$ cat config.mk
export PLATFORM = sky130hd
export DESIGN_NAME = seg7_result_rx
export DESIGN_NICKNAME = d
export VERILOG_FILES = /design/src/rtl/seg7_result_rx.sv
export SDC_FILE = /design/constraint.sdc
export NUM_CORES = 1
export LEC_CHECK = 0
export CAP_MARGIN = 20
export CELL_PAD_IN_SITES_DETAIL_PLACEMENT = 1
export CELL_PAD_IN_SITES_GLOBAL_PLACEMENT = 1
export CORE_UTILIZATION = 44
export CTS_CLUSTER_SIZE = 24
export DETAILED_ROUTE_END_ITERATION = 12
export HOLD_SLACK_MARGIN = 0.12
export PLACE_DENSITY = 0.92
export REMOVE_ABC_BUFFERS = 1
export SETUP_SLACK_MARGIN = 0.5
export SKIP_CTS_REPAIR_TIMING = 1
export SLEW_MARGIN = 5
export SYNTH_ARGS = -nofsm -noshare
export SYNTH_HDL_FRONTEND = slang
export SYNTH_SLANG_ARGS = --single-unit
$ cat constraint.sdc
create_clock -name clk -period 6.8 [get_ports clk]
set_input_delay 1.7 -clock clk [delete_from_list [all_inputs] [get_ports clk]]
set_output_delay 1.7 -clock clk [all_outputs]
set_load 0.05 [all_outputs]
$ cat src/rtl/seg7_result_rx.sv
`default_nettype none
// ============================================================================
// Module   : seg7_result_rx
// Purpose  : Decodes a serialised 7-segment result frame (carry + 4 digits)
//            back into packed BCD, a binary value and an illegal-symbol flag.
// Revision : 1.0
// ============================================================================
module seg7_result_rx #(
  parameter int SEG_W = 7,
  parameter int NDIG  = 4
) (
  input  logic                 clk,
  input  logic                 rst_n,
  input  logic                 in_valid,
  input  logic                 in_sof,
  input  logic [SEG_W-1:0]     seg_in,
  output logic                 in_ready,
  output logic                 out_valid,
  input  logic                 out_ready,
  output logic [4*NDIG-1:0]    bcd_out,
  output logic                 carry_out,
  output logic [14:0]          bin_out,
  output logic                 err,
  output logic                 resync
);

  typedef enum logic [2:0] {
    S_WAIT_SOF = 3'd0,
    S_D3       = 3'd1,
    S_D2       = 3'd2,
    S_D1       = 3'd3,
    S_D0       = 3'd4,
    S_HOLD     = 3'd5
  } state_t;

  state_t                  state_q;
  logic [14:0]             acc_q;
  logic [4*(NDIG-1)-1:0]   digits_q;
  logic                    carry_q;
  logic                    err_q;

  logic [3:0]              dig_field_d;
  logic                    dig_ill_d;
  logic                    car_val_d;
  logic                    car_ill_d;
  logic [14:0]             acc_d;

  always_comb begin
    dig_field_d = 4'hF;
    dig_ill_d   = 1'b0;
    unique case (seg_in)
      7'h7E:   dig_field_d = 4'd0;
      7'h30:   dig_field_d = 4'd1;
      7'h6D:   dig_field_d = 4'd2;
      7'h79:   dig_field_d = 4'd3;
      7'h33:   dig_field_d = 4'd4;
      7'h5B:   dig_field_d = 4'd5;
      7'h5F:   dig_field_d = 4'd6;
      7'h70:   dig_field_d = 4'd7;
      7'h7F:   dig_field_d = 4'd8;
      7'h7B:   dig_field_d = 4'd9;
      default: dig_ill_d   = 1'b1;
    endcase

    car_val_d = 1'b0;
    car_ill_d = 1'b0;
    if (seg_in == 7'h30) begin
      car_val_d = 1'b1;
    end else if (seg_in != 7'h00) begin
      car_ill_d = 1'b1;
    end

    // Carry seeds the accumulator as the leading decade, so four x10 steps
    // scale it to 10000 while the digits fill in below it.
    acc_d = (acc_q << 3) + (acc_q << 1) + {11'd0, (dig_ill_d ? 4'd0 : dig_field_d)};
  end

  always_ff @(posedge clk) begin
    if (!rst_n) begin
      state_q   <= S_WAIT_SOF;
      acc_q     <= '0;
      digits_q  <= '0;
      carry_q   <= 1'b0;
      err_q     <= 1'b0;
      in_ready  <= 1'b1;
      out_valid <= 1'b0;
      bcd_out   <= '0;
      carry_out <= 1'b0;
      bin_out   <= '0;
      err       <= 1'b0;
      resync    <= 1'b0;
    end else begin
      resync <= 1'b0;
      if (state_q == S_HOLD) begin
        if (out_ready) begin
          state_q   <= S_WAIT_SOF;
          out_valid <= 1'b0;
          in_ready  <= 1'b1;
        end
      end else if (in_valid && in_ready) begin
        if (in_sof) begin
          // A start-of-frame always restarts, abandoning any partial frame.
          carry_q <= car_val_d;
          acc_q   <= {14'd0, car_val_d};
          err_q   <= car_ill_d;
          state_q <= S_D3;
          if (state_q != S_WAIT_SOF) begin
            resync <= 1'b1;
          end
        end else if (state_q != S_WAIT_SOF) begin
          digits_q <= {digits_q[4*(NDIG-1)-5:0], dig_field_d};
          acc_q    <= acc_d;
          err_q    <= err_q | dig_ill_d;
          unique case (state_q)
            S_D3:    state_q <= S_D2;
            S_D2:    state_q <= S_D1;
            S_D1:    state_q <= S_D0;
            default: begin
              state_q   <= S_HOLD;
              in_ready  <= 1'b0;
              out_valid <= 1'b1;
              bcd_out   <= {digits_q, dig_field_d};
              carry_out <= carry_q;
              bin_out   <= acc_d;
              err       <= err_q | dig_ill_d;
            end
          endcase
        end
      end
    end
  end

endmodule
`default_nettype wire

* After elaboration in Yosys (flattened, before gate mapping)
Index checks and enable logic that the tools add are counted.
** Word-level totals
- Flip-flop bits (word level) :: 67
- Input bits :: 12
** Operators by class
- Add/subtract/negate cells :: 2
- Equality and inequality tests :: 17
- Multiplexer cells :: 29
- Bitwise gates (word level) :: 6
- Reductions and logical operators :: 16
** Operators with widths (count)
- 7-bit equality test, second input constant :: 8
- 4-bit case mux with 10 select lines :: 1
- 14-bit 2-to-1 mux :: 2
- 1-bit 2-to-1 mux :: 19
- 15-bit adder :: 1
- 15-bit by 4-bit adder with 15-bit output :: 1
- 3-bit 2-to-1 mux :: 5
- 7-bit by 6-bit equality test with 1-bit output, second input constant :: 2
- 5-bit AND reduction :: 2
- 10-bit OR reduction :: 1
- 3-bit case mux with 3 select lines :: 1
- 3-bit AND reduction :: 3
- 7-bit nonzero test :: 1
- 3-bit by 2-bit equality test with 1-bit output, second input constant :: 2
- 2-bit nonzero test :: 3
- 3-bit nonzero test :: 2
- 1-bit NOT :: 5
- 4-bit 2-to-1 mux :: 1
- 2-bit by 1-bit inequality test with 1-bit output, second input constant :: 2
- 4-bit AND reduction :: 1
- 4-bit OR reduction :: 1
- 3-bit by 1-bit equality test with 1-bit output, second input constant :: 1
- 3-bit equality test, second input constant :: 1
- 3-bit OR reduction :: 1
- 3 further kinds :: 3

* Logic depth before layout (Yosys ltp)
Gate-level depths: netlist (run 1).
- Word-level depth :: 7
- Depth in mapped cells :: 14
- Gate-level depth less buffers :: 13

* Least setup slack after synthesis (run 1)
Ideal clock, no wire load.
- Path type :: in2reg
- From :: input port seg_in[6]
- To :: register bin_out[12]
- Setup time :: 116 ps
- Data arrival time :: 4338 ps
- Data required time :: 6684 ps
- Setup slack :: 2346 ps
- Stages on the path :: 12
- Buffers on the path :: 1
- Cell sequence :: clkbuf_1 -> or4b_2 -> o2bb2ai_1 -> ha_1 -> ha_1 -> inv_1 -> fa_1 -> nor2b_1 -> o2111a_1 -> o211a_1 -> o21a_1 -> o211a_1
** On the way
- Cells in the longest elaborated chain, start to end :: 4
- Elaborated cells on any way between the ends :: 14
** Ends and longest elaborated chain
- start: declaration :: RTL line 16 : input logic [SEG_W-1:0] seg_in,
- 7-bit equality test or 7-bit by 6-bit equality test with 1-bit output (tied branches) :: RTL line 51 : unique case (seg_in)
- 4-bit case mux with 10 select lines or 10-bit OR reduction (tied branches)
- 4-bit 2-to-1 mux (*) :: RTL line 75 : acc_d = (acc_q << 3) + (acc_q << 1) + {11'd0, (dig_ill_d ? 4'd0 : dig_field_d)};
- 15-bit by 4-bit adder with 15-bit output (*) :: RTL line 75
- end signal: assignment :: RTL line 89 : bin_out <= '0;
- end signal: assignment :: RTL line 124 : bin_out <= acc_d;
- end: declaration :: RTL line 22 : output logic [14:0] bin_out,
Every way passes the cells marked *; elsewhere a longest branch is shown, timed or not.
A chain may end at the register's enable or synchronous reset.

* Final worst setup path (run 1)
- From :: input port seg_in[5]
- To :: register bin_out[14]
The elaborated chain is that of the path after synthesis.

==> metrics.txt, run 1 <==
run status=finished, final reports clean; final net count=497; count of port buffers added during placement=47; clk_lat worst skew=360 ps; sum of routed wire length over all layers=10.3 mm; static leakage=1.66 nW; Inserted Diodes=0; power after layout=787 uW; smallest hold slack=456 ps; detailed-placement wirelength estimate=between 6 and 7 mm; Setup crit start kind=input pin; max-cap violation count=0; time the worst path needs with I/O delays and setup=roughly 5100 ps; Std-Cell Core Area=about 7400 um2; sink count of the clock tree=67; die area=8220 um2; critical path class=input pin to flop; number of enable-type register cells in the synthesized netlist=0; die outline width=90.7 um; Hold WC Path Type=flop to flop; unrepaired setup endpoints after global routing=false; pin count of the biggest net entering global routing=33; cell with the largest stage delay on the worst path=clkdlybuf4s50_1; share of synthesized area occupied by flip-flops and latches=around two fifths; detailed-route vias per instance=6.00; data arrival time of the critical path=roughly 5300 ps; Residual DRC=0; post-synthesis async set-or-reset flop share=0%; most frequent cell on the critical path=ha_1; gr usage total=between 20% and 30%; syn_area_per_cell=8.22 um2; period utilisation layout=74.4%; growth of design area from synthesis to finish=21.2%; Setup Viol. Count Final=0; Clock Tree Buf Depth=2; via count of the first global-routing pass=approximately 3500; number of H-tree levels=3; Synth area leaders=dfxtp_1 39%, ha_1 8.7%, a21oi_1 7.4%, nand2_1 7.3%, nor2_1 3.5%; initial antenna violation count=0; critical path peak fanout=10; largest voltage drop on the vdd net=0.120 mV; clock buffer count from CTS=9; Boundary Pins=48; TritonCTS clock tree=built; cell type group with the largest total delay on the critical path=compound AO/OA/AOI/OAI gates; synthesized instance count=roughly 420; normalized max-slew margin=around two fifths; total gr overflow=0; count of vias placed by the detailed router=3377; Fin. Hold Viols=0; Critical Path Sink Type=flop; synthesized area=~3500 um2; fraction of final layout cells with drive strength greater than 1=6.03%; CP peak stage delay=between 600 and 700 ps; Starting Density=46.7%; setup clock skew after layout=9.26 ps; most used flip-flop cell after synthesis=dfxtp_1; FP Rows=31; Worst Tran Pin Value=between 900 and 1000 ps; Yosys reg bits=67; number of warnings reported in the yosys synthesis log=0; drt first pass iters=4; clock tree root driver cell=clkbuf_8; pwr dens=188 nW/um2; clock transition at the registers of the reported paths=80 ps; data required time at the worst endpoint=roughly 7100 ps; starting DRC count in detailed routing=159; routability-driven placement congestion ratio=~0.96; Routed wire per std cell=18.4 um; Crit path buffers/inverters=2; unique cell type count in the Yosys netlist=between 50 and 60; Peak Freq=between 0.15 and 0.2 GHz; wire length of the first global-routing pass=16.7 mm; area leader, netlist=dfxtp_1; leading cell types by count after synthesis=67 x dfxtp_1, 67 x nand2_1, 51 x a21oi_1; worst-path cell chain=clkdlybuf4s50_1 -> or4b_2 -> o2bb2ai_1 -> ha_1 -> ha_1 -> inv_1 -> fa_1 -> nor2b_1 -> o2111a_1 -> o211a_1 -> a2111o_1 -> o211ai_1; Chip Height=90.7 um; final antenna-violating net count=0; TNS Setup=0 ps; total count of max-transition violations in the final report=0; portion of synthesized cell area occupied by the leading cell type=slightly below 40%
registers in the layout, indices dropped and copies added, names as in the netlist, 3 cells and up:
| name | count |
|---|---|
| acc_q | 14 |
| digits_q | 12 |
| bcd_out | 16 |
| state_q | 3 |
| bin_out | 15 |
metrics by stage:
step / cell area (um2) / instances / setup slack [ps] / util (%)
floorplan: 3340 / 396 / 2460 / -
global placement: 3970 / 546 / 1680 / 53.5
detailed placement: 3970 / 546 / 1460 / 53.5
CTS: 4170 / 562 / 1820 / 56.2
global route: 4190 / 563 / 1580 / 56.6
finish: 4190 / 563 / 1740 / 56.6
kinds of logic after synthesis:
group / Yosys count / synth area share (%)
compound gates: 128 / 23.4
xor+xnor: 9 / 2.28
fa+ha+maj: 26 / 9.83
buf+inv: 37 / 4.74
flops: 67 / 38.8
mux: 1 / 0.289
simple gates: 153 / 20.7
path summary, 6_finish.rpt:
path | from | to | slack [ps] | cells after the start
max | seg_in[5] | bin_out[14] | 1740 | 12
min reg2reg | bin_out[7] | bin_out[7] | 460 | 2
min | bin_out[7] | bin_out[7] | 460 | 2
max reg2reg | acc_q[0] | acc_q[11] | 4090 | 9
power breakdown:
group	total, mW	switching [mW]	internal (mW)
registers	0.397	0.00255	0.394
logic	0.0437	0.0282	0.0155
clock network	0.346	0.175	0.172
layout by cell type (no fill, tap or decap), drive strengths merged, types with 3 or more instances in the layout:
master / Yosys / final
buf: 14 / 5
nand2: 67 / 67
a31oi: 7 / 7
inv: 12 / 14
or3: 6 / 6
dfxtp: 67 / 67
a211oi: 5 / 5
o21a: 4 / 4
o211ai: 4 / 4
ha: 24 / 24
a32oi: 3 / 3
clkbuf: 11 / 9
o21ai: 21 / 21
or4: 3 / 3
nor3: 8 / 8
xor2: 5 / 5
nand3: 17 / 17
a21o: 6 / 6
a21oi: 51 / 51
xnor2: 4 / 4
nor2b: 3 / 3
clkdlybuf4s50: 0 / 47
nor2: 32 / 32
a22oi: 5 / 5
cell type report:
type,instances,area [um2]
Clock inverter,7,76.3
Tap cell,99,124
Fill cell,908,3210
Inverter,12,45.0
Clock buffer,9,124
Sequential cell,67,1340
Multi-Input combinational cell,317,1960
Timing Repair Buffer,52,528
tightest hold or removal path: stages, from the launching register on:
cell     delay, ps
dfxtp_1        310
nand2_1         50
a21oi_1         50
routing by layer:
layer | wire length (um) | part of all wire [%] | track usage, %
met5 | 0 | 0 | 0
met4 | 338 | 3.3 | 14.1
met3 | 393 | 3.8 | 4.71
met2 | 5210 | 50 | 45.3
met1 | 4390 | 42 | 29.0
(Power assumes the default switching activity.)
==> run 2, diff against run 1 <==
CORE_UTILIZATION = 37   (was 44)
PLACE_DENSITY = 0.83   (was 0.92)
clock period = 4.14 ns   (was 6.8 ns; I/O delays follow)
==> run 2 against run 1 <==
Compared with the run above:
- clock power increased by 78%
- non-clock buffer count increased by 24
- sequential share of layout area decreased by 2.6 points
- critical endpoint unchanged
- critical path type unchanged
==> metrics.txt, run 2 (same netlist as run 1, synthesis figures left out) <==
drt first pass iters=4 (unchanged); sink count of the clock tree=67 (unchanged); final net count=521 (was 497); Fill cells=1048 (was 908); TritonCTS clock tree=built (unchanged); setup clock skew after layout=11.2 ps (was 9.26 ps); uppermost signal routing layer after detailed routing=met4 (unchanged); endpoint of the worst hold path=bcd_out[14] (was bin_out[7]); amount of wire on met3 after detailed routing=205 um (was 393 um); count of port buffers added during placement=47 (unchanged); worst hold path cell count=2 (unchanged); Reg2Reg Launch Point=acc_q[2] (was acc_q[0]); detailed-placement wirelength estimate=6.84 mm (was 6.98 mm); Routed wire per std cell=17.1 um (was 18.4 um); die area=9740 um2 (was 8220 um2); final design area excluding fillers=4560 um2 (was 4190 um2); clk_lat worst skew=360 ps (about the same); cell with the largest stage delay on the worst path=a2111o_1 (was clkdlybuf4s50_1); gr usage total=20.8% (was 25.7%); Hold WC Path Type=flop to flop (unchanged); worst-path cell chain=dlymetal6s2s_1 -> buf_6 -> or3_4 -> o32ai_4 -> o2bb2ai_4 -> ha_4 -> ha_2 -> inv_2 -> fa_2 -> nor2b_1 -> o2111a_1 -> o211a_4 -> a2111o_1 -> o211ai_1 (was clkdlybuf4s50_1 -> or4b_2 -> o2bb2ai_1 -> ha_1 -> ha_1 -> inv_1 -> fa_1 -> nor2b_1 -> o2111a_1 -> o211a_1 -> a2111o_1 -> o211ai_1); total count of max-transition violations in the final report=0 (unchanged); Critical Path Sink Type=flop (unchanged); wire length of the first global-routing pass=16.2 mm (was 16.7 mm); FP Rows=34 (was 31); power after layout=1.36 mW (was 787 uW); critical path class=input pin to flop (unchanged); data required time at the worst endpoint=4420 ps (was 7070 ps); placed cell count=573 (was 546); register with the highest flop count=bcd_out (unchanged); Cell Area, Placed=4130 um2 (was 3970 um2); clock tree root driver cell=clkbuf_8 (unchanged); routability-driven placement congestion ratio=0.865 (was 0.955); endpoint of the lowest-slack register-to-register path=bin_out[11] (was acc_q[11]); growth of design area from synthesis to finish=31.7% (was 21.2%); Setup WS post-layout=585 ps (was 1740 ps); Setup crit start kind=input pin (unchanged); Setup Viol. Count Final=0 (unchanged); Starting Density=38.9% (was 46.7%); critical path peak fanout=7 (was 10); Inserted Diodes=0 (unchanged); Chip Height=98.7 um (was 90.7 um); number of H-tree levels=3 (unchanged); met2 wire length=5.11 mm (was 5.21 mm); unrepaired setup endpoints after global routing=false (unchanged); max-cap violation count=0 (unchanged); Boundary Pins=48 (unchanged); CP peak stage delay=420 ps (was 650 ps); static leakage=1.87 nW (was 1.66 nW); initial antenna violation count=0 (unchanged); run status=finished, final reports clean (unchanged); Std-Cell Core Area=8890 um2 (was 7410 um2); smallest hold slack=446 ps (was 456 ps); time the worst path needs with I/O delays and setup=~3600 ps; Largest register FFs=16 (unchanged); detailed-route vias per instance=5.60 (was 6.00); registers with the most flip-flops=bcd_out: 16 flops, bin_out: 15 flops, acc_q: 14 flops (unchanged); Fin. Hold Viols=0 (unchanged); starting DRC count in detailed routing=103 (was 159); startpoint of the most critical hold path=digits_q[10] (was bin_out[7]); pre-CTS setup slack=-245 ps (was 1460 ps); period utilisation layout=85.9%; count of vias placed by the detailed router=3336 (was 3377); clock buffer count from CTS=9 (unchanged); largest voltage drop on the vdd net=0.174 mV (was 0.120 mV); final antenna-violating net count=0 (unchanged); reg-to-reg slack, setup=1550 ps (was 4090 ps); TNS Setup=0 ps (unchanged); data arrival time of the critical path=3840 ps (was 5330 ps); via count of the first global-routing pass=3392 (was 3453); Worst Tran Pin Value=889 ps (was 905 ps); commonest cells after routing, fill and taps aside=67 x nand2_1, 67 x dfxtp_1, 50 x a21oi_1 (was 67 x nand2_1, 67 x dfxtp_1, 51 x a21oi_1); post-route non-filler standard cell count=596 (was 563); Clock Tree Buf Depth=2 (unchanged); sum of routed wire length over all layers=10.2 mm (was 10.3 mm); die outline width=98.7 um (was 90.7 um); clock transition at the registers of the reported paths=80 ps (about the same); Residual DRC=0 (unchanged); pwr dens=298 nW/um2 (was 188 nW/um2); pin count of the biggest net entering global routing=43 (was 33); r2r worst-path depth=9 (unchanged); Peak Freq=~0.28 GHz; total gr overflow=0 (unchanged); met1 wire length=4.69 mm (was 4.39 mm); fraction of final layout cells with drive strength greater than 1=14.5% (was 6.03%); normalized max-slew margin=40.3% (was 39.2%); final standard cell utilization of the core=51.3% (was 56.6%)
run 2: changes by cell type in the layout (fill, tap and decap cells not counted), moves of 2 or more:
cell | before | now
ha_1 | 24 | 22
nand3_2 | 0 | 2
or3_1 | 6 | 4
buf_4 | 4 | 24
dlymetal6s2s_1 | 0 | 7
buf_6 | 0 | 4
or3_4 | 0 | 2
clkdlybuf4s50_1 | 47 | 40
nand3_1 | 17 | 15
run 2: worst max path at each step:
stage,from,to,cells past startpoint
2_1_floorplan,seg_in[2],bin_out[12],11
3_3_place_gp,seg_in[2],bin_out[12],12
3_5_place_dp,seg_in[2],bin_out[12],12
4_1_cts,seg_in[2],bin_out[14],12
5_1_grt,seg_in[2],bin_out[14],14
6_report,seg_in[2],bin_out[14],14
run 2: layout make-up:
cell class / instances / area (um2) / area share (%)
multi-input cells: 317 / 2080 / 45.6
flip-flops and latches: 67 / 1340 / 29.4
repair buffers: 76 / 733 / 16.1
well taps: 108 / 135 / 2.96
clock buffers: 9 / 124 / 2.72
clock inverters: 7 / 98.8 / 2.17
inverters: 12 / 45.0 / 0.988
run 2: power by group:
| group | switching [mW] | leakage, nW | total, mW | internal (mW) |
|---|---|---|---|---|
| clock network | 0.274 | 0.110 | 0.617 | 0.343 |
| registers | 0.00409 | 0.540 | 0.651 | 0.647 |
| logic | 0.0535 | 1.22 | 0.0910 | 0.0375 |
run 2: layer usage:
layer / up-vias / global-route usage, %
li1: 1634 / -
met1: 1644 / 25.5
met2: 46 / 36.0
met3: 12 / 4.11
met4: 0 / 7.81
met5: - / 0
run 2: critical path: cells and delay by family:
kind | cells | cell delay [ps]
fa+ha+maj | 3 | 620
compound gates | 6 | 1360
buf+inv | 3 | 350
simple gates | 2 | 450
==> run 3, diff against run 2 <==
CAP_MARGIN = unset   (was 20)
==> results of run 3 <==
Same layout as run 2: the final DEF is identical, and so are final timing and power.
